--- src/rtl/l3_miss_arbiter_if.sv ---
// Miss-port bundle between the L2 caches, the L3 miss arbiter and the L3 read port.
// The arbiter uses the slave view; the environment (L2 caches plus L3) uses the master view.
interface l3_miss_arbiter_if #(
    parameter int REQUESTERS = 4,
    parameter int ADDR_W     = 26,
    parameter int DATA_W     = 512
);
    logic [REQUESTERS-1:0] req_en;
    logic [ADDR_W-1:0]     req_addr [REQUESTERS];
    logic [DATA_W-1:0]     resp_data;
    logic [REQUESTERS-1:0] resp_valid;
    logic [ADDR_W-1:0]     l3_addr;
    logic                  l3_read_enable;
    logic [DATA_W-1:0]     l3_out;
    logic                  l3_valid;

    modport master (
        output req_en, req_addr, l3_out, l3_valid,
        input  resp_data, resp_valid, l3_addr, l3_read_enable
    );

    modport slave (
        input  req_en, req_addr, l3_out, l3_valid,
        output resp_data, resp_valid, l3_addr, l3_read_enable
    );
endinterface

--- src/rtl/l3_miss_arbiter.sv ---
// Round-robin arbiter sharing one L3 read port among REQUESTERS L2 miss ports.
// Optional L3_ARB_COALESCE_EN: one fill also answers every waiting requester with the same address.
module l3_miss_arbiter #(
    parameter int REQUESTERS = 4,
    parameter int CNT_W      = 16,
    parameter int ADDR_W     = 26,
    parameter int DATA_W     = 512
) (
    input  logic               clk_in,
    input  logic               rst_in,
    l3_miss_arbiter_if.slave   bus,
    output logic               busy,
    output logic [CNT_W-1:0]   fill_count
);

    localparam int PTR_W = (REQUESTERS > 1) ? $clog2(REQUESTERS) : 1;
    localparam int SUM_W = PTR_W + 1;
    localparam logic [PTR_W-1:0] LAST_IDX = PTR_W'(REQUESTERS - 1);

    typedef enum logic [1:0] {
        S_IDLE,
        S_WAIT,
        S_RESP
    } state_t;

    state_t                state_q;
    state_t                state_d;
    logic [PTR_W-1:0]      rr_ptr;
    logic [PTR_W-1:0]      owner;
    logic [PTR_W-1:0]      grant_idx;
    logic                  grant_found;
    logic [SUM_W-1:0]      cand;
    logic [REQUESTERS-1:0] fill_mask;
    logic                  fill_fire;

    assign fill_fire = (state_q == S_WAIT) && bus.l3_valid && bus.l3_read_enable;

    // First requester at or after rr_ptr, wrapping past REQUESTERS-1.
    always_comb begin
        // NOTE: every variable gets a default first so no path holds a stale value (no latch).
        grant_found = 1'b0;
        grant_idx   = '0;
        cand        = '0;
        for (int k = 0; k < REQUESTERS; k++) begin
            cand = {1'b0, rr_ptr} + SUM_W'(k);
            if (cand >= SUM_W'(REQUESTERS)) begin
                cand = cand - SUM_W'(REQUESTERS);
            end
            if (!grant_found && bus.req_en[cand[PTR_W-1:0]]) begin
                grant_found = 1'b1;
                grant_idx   = cand[PTR_W-1:0];
            end
        end
    end

    always_comb begin
        fill_mask        = '0;
        fill_mask[owner] = 1'b1;
`ifdef L3_ARB_COALESCE_EN
        for (int i = 0; i < REQUESTERS; i++) begin
            if (bus.req_en[i] && (bus.req_addr[i] == bus.l3_addr)) begin
                fill_mask[i] = 1'b1;
            end
        end
`endif
    end

    always_ff @(posedge clk_in or posedge rst_in) begin
        if (rst_in) begin
            state_q <= S_IDLE;
        end else begin
            state_q <= state_d;
        end
    end

    always_comb begin
        state_d = state_q;
        case (state_q)
            S_IDLE:  if (grant_found) state_d = S_WAIT;
            S_WAIT:  if (fill_fire)   state_d = S_RESP;
            S_RESP:  state_d = S_IDLE;
            default: state_d = S_IDLE;
        endcase
    end

    // RESP never arbitrates, giving a served requester one cycle to drop req_en.
    always_ff @(posedge clk_in or posedge rst_in) begin
        if (rst_in) begin
            rr_ptr             <= '0;
            owner              <= '0;
            bus.l3_addr        <= '0;
            bus.l3_read_enable <= 1'b0;
            bus.resp_data      <= '0;
            bus.resp_valid     <= '0;
            fill_count         <= '0;
            busy               <= 1'b0;
        end else begin
            // NOTE: non-blocking assignments so every register samples pre-edge values.
            busy <= (state_d != S_IDLE);
            case (state_q)
                S_IDLE: begin
                    if (grant_found) begin
                        owner              <= grant_idx;
                        bus.l3_addr        <= bus.req_addr[grant_idx];
                        bus.l3_read_enable <= 1'b1;
                    end
                end
                S_WAIT: begin
                    if (fill_fire) begin
                        bus.resp_data      <= bus.l3_out;
                        bus.resp_valid     <= fill_mask;
                        bus.l3_read_enable <= 1'b0;
                        rr_ptr             <= (owner == LAST_IDX) ? '0 : owner + PTR_W'(1);
                        if (fill_count != '1) begin
                            fill_count <= fill_count + CNT_W'(1);
                        end
                    end
                end
                S_RESP: begin
                    bus.resp_valid <= '0;
                end
                default: ;
            endcase
        end
    end

endmodule

--- src/flat_wrapper.sv ---
// flat-port wrapper written by rule: the top's interface ports become plain ports
module l3_miss_arbiter_flat 
#(
    parameter int REQUESTERS = 4,
    parameter int CNT_W      = 16,
    parameter int ADDR_W     = 26,
    parameter int DATA_W     = 512
)
  (clk_in, rst_in, busy, fill_count, bus_req_en, bus_req_addr, bus_l3_out, bus_l3_valid, bus_resp_data, bus_resp_valid, bus_l3_addr, bus_l3_read_enable);
  l3_miss_arbiter_if #(.REQUESTERS(REQUESTERS), .ADDR_W(ADDR_W), .DATA_W(DATA_W)) bus_i ();
  input  logic clk_in;
  input  logic rst_in;
  output logic busy;
  output logic [CNT_W-1:0] fill_count;
  input wire logic [$bits(bus_i.req_en)-1:0] bus_req_en;
  input wire logic [$bits(bus_i.req_addr)-1:0] bus_req_addr;
  input wire logic [$bits(bus_i.l3_out)-1:0] bus_l3_out;
  input wire logic [$bits(bus_i.l3_valid)-1:0] bus_l3_valid;
  output wire logic [$bits(bus_i.resp_data)-1:0] bus_resp_data;
  output wire logic [$bits(bus_i.resp_valid)-1:0] bus_resp_valid;
  output wire logic [$bits(bus_i.l3_addr)-1:0] bus_l3_addr;
  output wire logic [$bits(bus_i.l3_read_enable)-1:0] bus_l3_read_enable;
  assign bus_i.req_en = bus_req_en;
  assign bus_i.req_addr = {>>{bus_req_addr}};
  assign bus_i.l3_out = bus_l3_out;
  assign bus_i.l3_valid = bus_l3_valid;
  assign bus_resp_data = bus_i.resp_data;
  assign bus_resp_valid = bus_i.resp_valid;
  assign bus_l3_addr = bus_i.l3_addr;
  assign bus_l3_read_enable = bus_i.l3_read_enable;
  l3_miss_arbiter #(.REQUESTERS(REQUESTERS), .CNT_W(CNT_W), .ADDR_W(ADDR_W), .DATA_W(DATA_W)) u_core (.clk_in(clk_in), .rst_in(rst_in), .bus(bus_i), .busy(busy), .fill_count(fill_count));
endmodule
--- config.mk ---
export PLATFORM = sky130hd
export DESIGN_NAME = l3_miss_arbiter_flat
export DESIGN_NICKNAME = d
export VERILOG_FILES = /design/src/rtl/l3_miss_arbiter_if.sv /design/src/rtl/l3_miss_arbiter.sv /design/src/flat_wrapper.sv
export SDC_FILE = /design/constraint.sdc
export NUM_CORES = 1
export LEC_CHECK = 0
export ABC_AREA = 0
export ABC_CLOCK_PERIOD_IN_PS = 31800
export CAP_MARGIN = 20
export CORE_AREA = 2 2 459 461
export CTS_BUF_LIST = sky130_fd_sc_hd__clkbuf_2 sky130_fd_sc_hd__clkbuf_4 sky130_fd_sc_hd__clkbuf_8
export DETAILED_ROUTE_END_ITERATION = 7
export DIE_AREA = 0 0 461 463
export PLACE_DENSITY = 0.3
export SYNTH_ARGS = -nofsm -noshare
export SYNTH_HDL_FRONTEND = slang
export SYNTH_SLANG_ARGS = --single-unit
--- constraint.sdc ---
create_clock -name clk_in -period 31.8 [get_ports clk_in]
set_input_delay 7.95 -clock clk_in [delete_from_list [all_inputs] [get_ports clk_in]]
set_output_delay 7.95 -clock clk_in [all_outputs]
set_load 0.02 [all_outputs]
[Yosys cells after proc, flatten, opt, wreduce, memory -nomap -nowiden]
Index checks and enable logic that the tools add are counted.
Word-level totals
  register bits: 566
  input port bits: 623
  output and inout bits: 560
  word-level logic and storage cells: 88
Operators by class
  add/sub/neg operators: 9
  $lt $le $gt $ge: 11
  equality and inequality tests: 6
  multiplexer cells: 34
  bitwise gates (word level): 1
  reduce and logical (&&, ||, !) cells: 18
Operators with widths (number)
  26-bit binary-select mux with 2-bit select: 1
  26-bit 2-to-1 mux: 2
  2-bit 2-to-1 mux: 11
  16-bit by 1-bit adder with 16-bit output (second input constant): 1
  16-bit != test (second input constant): 1
  2-bit by 3-bit < comparator with 1-bit output (second input constant): 5
  3-bit >= comparator (second input constant): 4
  1-bit 2-to-1 mux: 11
  1-bit binary-select mux with 2-bit select: 4
  4-bit case mux with 2 select lines: 1
  2-bit by 1-bit subtractor with 2-bit output (second input constant): 4
  2-bit by 2-bit adder with 3-bit output (second input constant): 2
  1-bit logical AND: 6
  2-bit AND reduction: 3
  3-bit AND reduction: 2
  2-bit nonzero test: 3
  2-bit == test (second input constant): 2
  4-bit 2-to-1 mux: 1
  2-bit by 1-bit != test with 1-bit output (second input constant): 2
  2-bit case mux with 2 select lines: 1
  2-bit by 1-bit adder with 3-bit output (second input constant): 1
  2-bit by 3-bit >= comparator with 1-bit output (second input constant): 1
  1-bit logical NOT: 3
  2-bit inverter with 3-bit output: 1
  other kinds (6): 6

[Logic depth before layout (Yosys ltp)]
Gate-level depths: netlist of run 1.
  depth after elaboration: 18
  mapped depth: 8
  mapped depth without buffers: 6

[Least setup slack after synthesis of run 1]
No wires, ideal clock.
  path kind: input to register
  from: input bus_req_en[0]
  to: register u_core.bus.l3_addr[10]
  library setup time: 86 ps
  arrival: 9102 ps
  required time: 31714 ps
  slack: 22613 ps
  stages: 6
  buffers on the path: 2
  cell sequence: nor4_1 -> or3_1 -> or3_1 -> buf_6 -> buf_6 -> o221ai_2
On the way
  cells in the longest elaborated chain, start to end: 16
  elaborated cells on any way between the ends: 27
  those cells by class: 19 x mux; 1 x bitwise; 7 x reduce/logical
Ends and longest elaborated chain
  start: declaration: line flat_wrapper.sv:15  | input wire logic [$bits(bus_i.req_en)-1:0] bus_req_en;
  1-bit binary-select mux with 2-bit select: line l3_miss_arbiter.sv:49  | if (!grant_found && bus.req_en[cand[PTR_W-1:0]]) begin
  1-bit 2-to-1 mux (implied by the code): line l3_miss_arbiter.sv:49
  1-bit 2-to-1 mux: line l3_miss_arbiter.sv:49
  1-bit logical NOT: line l3_miss_arbiter.sv:49
  1-bit logical AND: line l3_miss_arbiter.sv:49
  1-bit 2-to-1 mux: line l3_miss_arbiter.sv:49
  1-bit logical NOT: line l3_miss_arbiter.sv:49
  1-bit logical AND: line l3_miss_arbiter.sv:49
  1-bit 2-to-1 mux: line l3_miss_arbiter.sv:49
  1-bit logical NOT: line l3_miss_arbiter.sv:49
  1-bit logical AND: line l3_miss_arbiter.sv:49
  2-bit 2-to-1 mux: line l3_miss_arbiter.sv:49
  2-bit inverter with 3-bit output (implied by the code): line l3_miss_arbiter.sv:104  | bus.l3_addr <= bus.req_addr[grant_idx];
  26-bit binary-select mux with 2-bit select: line l3_miss_arbiter.sv:104
  26-bit 2-to-1 mux (implied by the code) (2 in series): line l3_miss_arbiter.sv:104
  end signal: assignment: line l3_miss_arbiter.sv:104
  end: declaration: line l3_miss_arbiter_if.sv:24  | output resp_data, resp_valid, l3_addr, l3_read_enable
Several ways; a longest one is shown, not always the timed one. The select of a mux whose other input is x is not followed.
A chain may end at the register's enable or synchronous reset.

==> impl_results.md, run 1 <==
* Status: completed
* Asr flop ratio synth at 1.00
* Synth Area in Adders at 0.00283
* Net Switching at 0.00168 W
* Worst EP arrival at 12340 ps
* Initial Utilization at 0.106
* Pwr dens at 101 mW/mm^2
* Crit Path Max Fanout at 106
* H-tree Lvls at 4
* Slew Viols, Final at 0
* Detail Route Antenna Nets at 0
* Multiplexer share of the synthesized area at 0.0245
* Hold Buf Count CTS at 0
* Synthesized Nets at 3067
* GPL Wtd Cong at 0.810
* Fillers at 23.4k
* Wire per inst at 20.8 um
* Yosys synthesis warning count at 0
* Yosys cell types at 39
* Setup tns final at 0 ps
* First-pass GRT wire length at 187000 um
* Part of the cycle the worst path needs at 0.359
* Setup repair after global routing missed its margin: no
* IO Pins at 1183
* Vias per std cell at 3.24
* P_int at 0.00235 W
* Rows at 168
* Power Total at 0.00404 W
* Static Leak at 18.2 nW
* Post-CTS sizing at 0
* Layout cells sized above 1 at 0.0738
* Final #Nets at 4279
* Most used flip-flop cell after synthesis: dfrtp_1
* Postcts setup bufs at 0
* Comb pwr share at 0.466
* Mean area per synthesized cell at 9.07 um^2
* Post-Synth Simple-Gate Area at 0.278
* Worst vdd ir at 0.0351 mV
* Vias at 21.2k
* Startpoint Class: primary input
* Initial antenna violation count at 56
* CP Cell Sequence: clkdlybuf4s50_1 -> inv_8 -> buf_4 -> buf_4 -> buf_4 -> buf_4
* Mapped Area at 0.0221 mm^2
* Worst clock skew at 52.3 ps
* Most frequent cells in the layout: nand2_1 (1581), clkdlybuf4s50_1 (1182), dfrtp_1 (566)
* HPWL after DPL at 105000 um
* Reg power frac at 0.311
* DRC viols at 0
* Iter 0 DRT Violations at 883
* Synth-to-Final Area Change at 80.2%
* CP peak stage delay at 840 ps
* GR Overflow Total at 0
* Slowest cell on crit path: buf_4
* DIE AREA at 0.213 mm^2
* Max transition margin at 0.304
* CTS tree: yes
* Pre-Repair DR Iteration Count at 5
* GRT Util Overall at 0.124
* Die Height at 463 um
* Reg clk slew, reported paths at 50 ps
* Commonest non-fill, non-tap cell in the layout: nand2_1
* Final WL at 136000 um
* Max clock buf depth at 3
* Core Region at 0.209 mm^2
* Post-synthesis sequential area ratio at 0.640
* Largest family of logic cells by synthesized area: simple AND/OR/NAND/NOR gates
* Hold Crit Class: reg -> reg
* Xor and xnor area share after synthesis at 0.00475
* Maxcap violations at 0
* Final Hold Violating Endpoints at 0
* Clock Latency Late Sink at 860 ps
* EDFF count, synth at 0
* Clock share of power at 0.223
* Die W at 461 um
* Critical Path End Type: async pin
* Final setup vio count at 0
* Root buffer cell: clkbuf_8
* Max Fclk at 0.0875 GHz
* Worst path required time at 32710 ps
* CTS Sinks at 566
* Crit-path most repeated cell: buf_4
* Clock buffer count from CTS at 131
* Input/output buffers at 1182
* Gate Count Post-Synth at 2439
* Sw frac at 0.417
* Crit path kind: in -> async
* Slew @ Worst Pin at 1040 ps
* Synthesized flop and latch total at 566
* Largest net degree at the start of global routing at 153
* Vias in the first global route at 22.6k
* Compound-cell area share of the yosys netlist at 0.0225
* Fin crit period at 11430 ps
## metrics by stage
step	setup slack, ps	std cells	util	area (um^2)	hold slack [ps]
3_3_place_gp	19200	6323	0.178	37100	457
3_5_place_dp	19240	6323	0.178	37100	461
2_1_floorplan	8020	2439	-	22100	491
4_1_cts	20250	6547	0.191	39800	474
6_report	20370	6559	0.191	39900	467
5_1_grt	19800	6552	0.191	39800	489
## registers in the layout, summed over array words and instances, names as in the netlist
signal and count:
u_core.fill_count 16, u_core.bus.l3_read_enable 1, u_core.state_q 2, u_core.rr_ptr 2, u_core.owner 2, u_core.bus.resp_valid 4
u_core.bus.l3_addr 26, u_core.busy 1, u_core.bus.resp_data 512
## final cells by class
cell class | instances | area (um^2) | share of cell area
clock buffer | 204 | 2490 | 0.0624
tap | 2805 | 3510 | 0.0881
clock inverter | 20 | 219 | 0.00549
sequential | 566 | 14200 | 0.355
multi-input combinational | 1739 | 7370 | 0.185
inverter | 5 | 33.8 | 0.000848
timing repair buffer | 1208 | 12000 | 0.302
antenna | 12 | 30.0 | 0.000753
## logic make-up (layout without fill, tap and decap cells)
kind of cell               Yosys count  after routing
AOI/OAI and AO/OA                   50             50
xor gates and xnor gates            12             12
adders and majority gates            5              5
buffers and inverters              134           1437
DFF                                566            566
muxes                               54             54
other                                0             12
and+or+nand+nor                   1618           1618
## synthesized netlist by cell type (2+ instances only)
cell type,number,share of area
nand2_1,1582,0.27
dfrtp_1,566,0.64
clkbuf_1,63,0.011
buf_2,60,0.014
mux2i_1,53,0.024
o221ai_2,19,0.013
a21oi_1,11,0.0025
xnor2_1,10,0.0040
nand3_1,7,0.0016
nor2_1,7,0.0012
o221ai_1,7,0.0028
and3_1,6,0.0017
ha_1,5,0.0028
inv_1,4,0.00068
o21ai_0,4,0.00091
buf_1,3,0.00051
buf_6,3,0.0015
nand4_1,3,0.00085
and4_1,2,0.00079
nand2b_1,2,0.00057
nor3_1,2,0.00045
or3_1,2,0.00057
xor2_1,2,0.00079
## routing by layer
layer,share of wire,GRT usage,vias up,wire (um)
li1,-,-,9971,-
met1,0.40,0.141,10000,54800
met2,0.46,0.202,919,63000
met3,0.12,0.0658,224,15700
met4,0.018,0.0280,68,2480
met5,0.0030,0,-,405
## path summary, 6_finish.rpt
| path | slack (ps) | from | cells past startpoint | to |
|---|---|---|---|---|
| min in group asynchronous | 7710 | rst_in | 2 | u_core.bus.resp_data[427] |
| worst min register to register | 470 | u_core.bus.resp_data[345] | 2 | u_core.bus.resp_data[345] |
| max in group clk_in | 20830 | bus_l3_valid | 8 | u_core.bus.resp_data[5] |
| worst max register to register | 27880 | u_core.state_q[1] | 7 | u_core.bus.resp_data[5] |
| worst max-delay path | 20370 | rst_in | 6 | u_core.bus.resp_data[327] |
| worst min-delay path | 470 | u_core.bus.resp_data[345] | 2 | u_core.bus.resp_data[345] |
## critical path: cells and delay by family
family	cells	cell delay, ps
buffers and inverters	6	4080
## power by group through the flow
stage | Clock (W) | Sequential (W) | Combinational, W
after floorplan | 0 | 0.00162 | 0.000481
after global placement | 0 | 0.00126 | 0.00194
after detailed placement | 0 | 0.00127 | 0.00193
after CTS | 0.000952 | 0.00126 | 0.00193
after global routing | 0.000980 | 0.00130 | 0.00204
final | 0.000898 | 0.00125 | 0.00188
Power figures use the tool's default switching activity.
==> run 2, diff against run 1 <==
ABC_CLOCK_PERIOD_IN_PS = 10200   (was 31800)
CORE_AREA = 2 2 458 460   (was 2 2 459 461)
DIE_AREA = 0 0 460 462   (was 0 0 461 463)
clock period = 10.2 ns   (was 31.8 ns; I/O delays follow)
==> run 2 against run 1 <==
Against the previous run: critical path depth shrank 5; clock skew shrank 28 ps; setup slack lost 15000 ps; core utilization grew 0.084 points; total power rose to 3.1 times the previous value; combinational power rose to 3.1 times the previous value; die area is 0.43% lower; sequential power increased to 3.1 times the previous value; global-route usage shrank 0.24 points; via count shrank 0.78%; largest power group unchanged.
==> impl_results.md, run 2 (synthesis results as in run 1) <==
* Status: completed
* Reg area at 0.0142 mm^2 (unchanged)
* Final #Nets at 4277 (-0.047%)
* Iter 0 DRT Violations at 1016 (+15%)
* Vias in the first global route at 22.2k (-1.9%)
* Detail Route Antenna Nets at 0 (unchanged)
* Core Region at 0.208 mm^2 (-0.20%)
* Placed Area at 0.0371 mm^2 (-0.11%)
* Pre-Repair DR Iteration Count at 4 (-1)
* R2R Setup Slk at 7350 ps (-20530 ps)
* Routed wl met3 at 16000 um (+1.8%)
* Reg clk slew, reported paths at 60 ps (about the same)
* Metal1 wirelength at 53400 um (-2.5%)
* First-pass GRT wire length at 181000 um (-3.0%)
* Worst vdd ir at 0.124 mV (+250%)
* Final Hold Violating Endpoints at 0 (unchanged)
* Part of the cycle the worst path needs at 0.458
* CP Cell Sequence: clkdlybuf4s50_1
* CTS Sinks at 566 (unchanged)
* Top Registers: u_core.bus.resp_data x512, u_core.bus.l3_addr x26, u_core.fill_count x16
* CP peak stage delay at 750 ps (-90 ps)
* Max Fclk at 0.214 GHz
* Final setup vio count at 0 (unchanged)
* RR Endpoint: u_core.bus.resp_data[422]
* Hold Buf Count CTS at 0 (unchanged)
* Worst Setup SP: u_core.fill_count[11]
* Clock buffer count from CTS at 133 (+1.5%)
* DIE AREA at 0.213 mm^2 (-0.43%)
* Layout cells sized above 1 at 0.0750 (+0.00122)
* Fin Hold WS at 468 ps (+1.16 ps)
* CTS tree: yes
* Input/output buffers at 1182 (unchanged)
* Slowest cell on crit path: clkdlybuf4s50_1
* H-tree Lvls at 4 (unchanged)
* Crit path kind: reg -> out
* Worst path required time at 7650 ps (-25060 ps)
* Commonest non-fill, non-tap cell in the layout: nand2_1
* Maxcap violations at 0 (unchanged)
* Startpoint Class: flop
* Slew @ Worst Pin at 1050 ps (+10.8 ps)
* Power Total at 0.0127 W (+210%)
* HPWL after DPL at 99900 um (-4.5%)
* Worst clock skew at 24.1 ps (-28.3 ps)
* Reg2reg start: u_core.state_q[1]
* CP Capture Point: fill_count[11]
* Die W at 460 um (-0.22%)
* Max clock buf depth at 3 (unchanged)
* Min setup slack post-route at 5530 ps (-14850 ps)
* Reg with most FFs: u_core.bus.resp_data
* Hold Crit Class: reg -> reg
* Delay-heaviest family, CP: buffers and inverters
* Worst EP arrival at 2120 ps (-10220 ps)
* Register-to-Register Path Depth at 6 (-1)
* DRC viols at 0 (unchanged)
* Routed wl met2 at 61100 um (-3.1%)
* Die Height at 462 um (-0.22%)
* Pwr dens at 317 mW/mm^2 (+210%)
* IO Pins at 1183 (unchanged)
* Slew Viols, Final at 0 (unchanged)
* Crit Path Max Fanout at 5 (-95%)
* GPL Wtd Cong at 0.768 (-5.2%)
* Setup WS pre-CTS at 4790 ps (-14440 ps)
* GRT Util Overall at 0.121 (-0.00238)
* Post-CTS sizing at 0 (unchanged)
* Vias at 21.1k (-0.78%)
* Largest register FFs at 512 (unchanged)
* Buffers & Inverters on Critical Path at 1 (-5)
* Static Leak at 18.3 nW (+0.39%)
* Max transition margin at 0.297 (-0.00720)
* Post-route cell area at 0.0399 mm^2 (+0.24%)
* Clock Latency Late Sink at 880 ps (+20 ps)
* Vias per std cell at 3.25 (+0.26%)
* Multi-input gate area at 0.00737 mm^2 (about the same)
* Fillers at 23.2k (-0.75%)
* CP Depth at 1 (-5)
* Most frequent cells in the layout: nand2_1 (1581), clkdlybuf4s50_1 (1182), dfrtp_1 (566)
* Rows at 168 (unchanged)
* Initial Utilization at 0.106 (+0.000214)
* Root buffer cell: clkbuf_8
* Postcts setup bufs at 0 (unchanged)
* Top Metal Used: met5
* GR Overflow Total at 0 (unchanged)
* Wire per inst at 20.6 um (-0.90%)
* Setup repair after global routing missed its margin: no
* Fin crit period at 4670 ps
* Critical Path End Type: output pin
* Largest net degree at the start of global routing at 171 (+12%)
* Synth-to-Final Area Change at 80.6%
* Initial antenna violation count at 66 (+18%)
* Final WL at 134000 um (-1.9%)
## run 2: report_power, final
| group | switching [W] | internal [W] |
|---|---|---|
| Clock | 0.00123 | 0.00169 |
| Combinational | 0.00338 | 0.00247 |
| Sequential | 0.000622 | 0.00328 |
| Total | 0.00523 | 0.00744 |
## run 2: worst min path at each step
stage                                         start                         to  slack, ps  cells past startpoint
after floorplan                   u_core.state_q[0]  u_core.bus.l3_read_enable        490                      1
after global placement    u_core.bus.resp_data[353]  u_core.bus.resp_data[353]        460                      2
after detailed placement  u_core.bus.resp_data[225]  u_core.bus.resp_data[225]        460                      2
after CTS                  u_core.bus.resp_data[60]   u_core.bus.resp_data[60]        470                      2
after global routing      u_core.bus.resp_data[485]  u_core.bus.resp_data[485]        490                      2
final                     u_core.bus.resp_data[115]  u_core.bus.resp_data[115]        470                      2
## run 2: area by class of cell
| type | count | area share |
|---|---|---|
| sequential | 566 | 0.355 |
| timing repair buffer | 1204 | 0.303 |
| multi-input combinational | 1739 | 0.184 |
| tap | 2720 | 0.0852 |
| clock buffer | 215 | 0.0655 |
| clock inverter | 19 | 0.00501 |
| antenna | 23 | 0.00144 |
| inverter | 5 | 0.000752 |
## run 2: stage by stage
step / cells / utilization / setup TNS (ps)
floorplan: 2439 / - / -32630
global placement: 6233 / 0.178 / 0
detailed placement: 6234 / 0.178 / 0
CTS: 6468 / 0.192 / 0
global route: 6475 / 0.192 / 0
finish: 6491 / 0.192 / 0
## run 2: per-layer routing
metal | track usage | up-vias
met5 | 0 | -
met4 | 0.0341 | 62
met3 | 0.0713 | 237
met2 | 0.192 | 901
met1 | 0.137 | 9868
li1 | - | 9996
## run 2: worst reg2reg max path: stages (launching register included)
cell	delay, ps
dfrtp_1	460
nand4b_1	240
buf_4	280
inv_8	430
buf_12	630
nand2_1	610
nand2_1	130
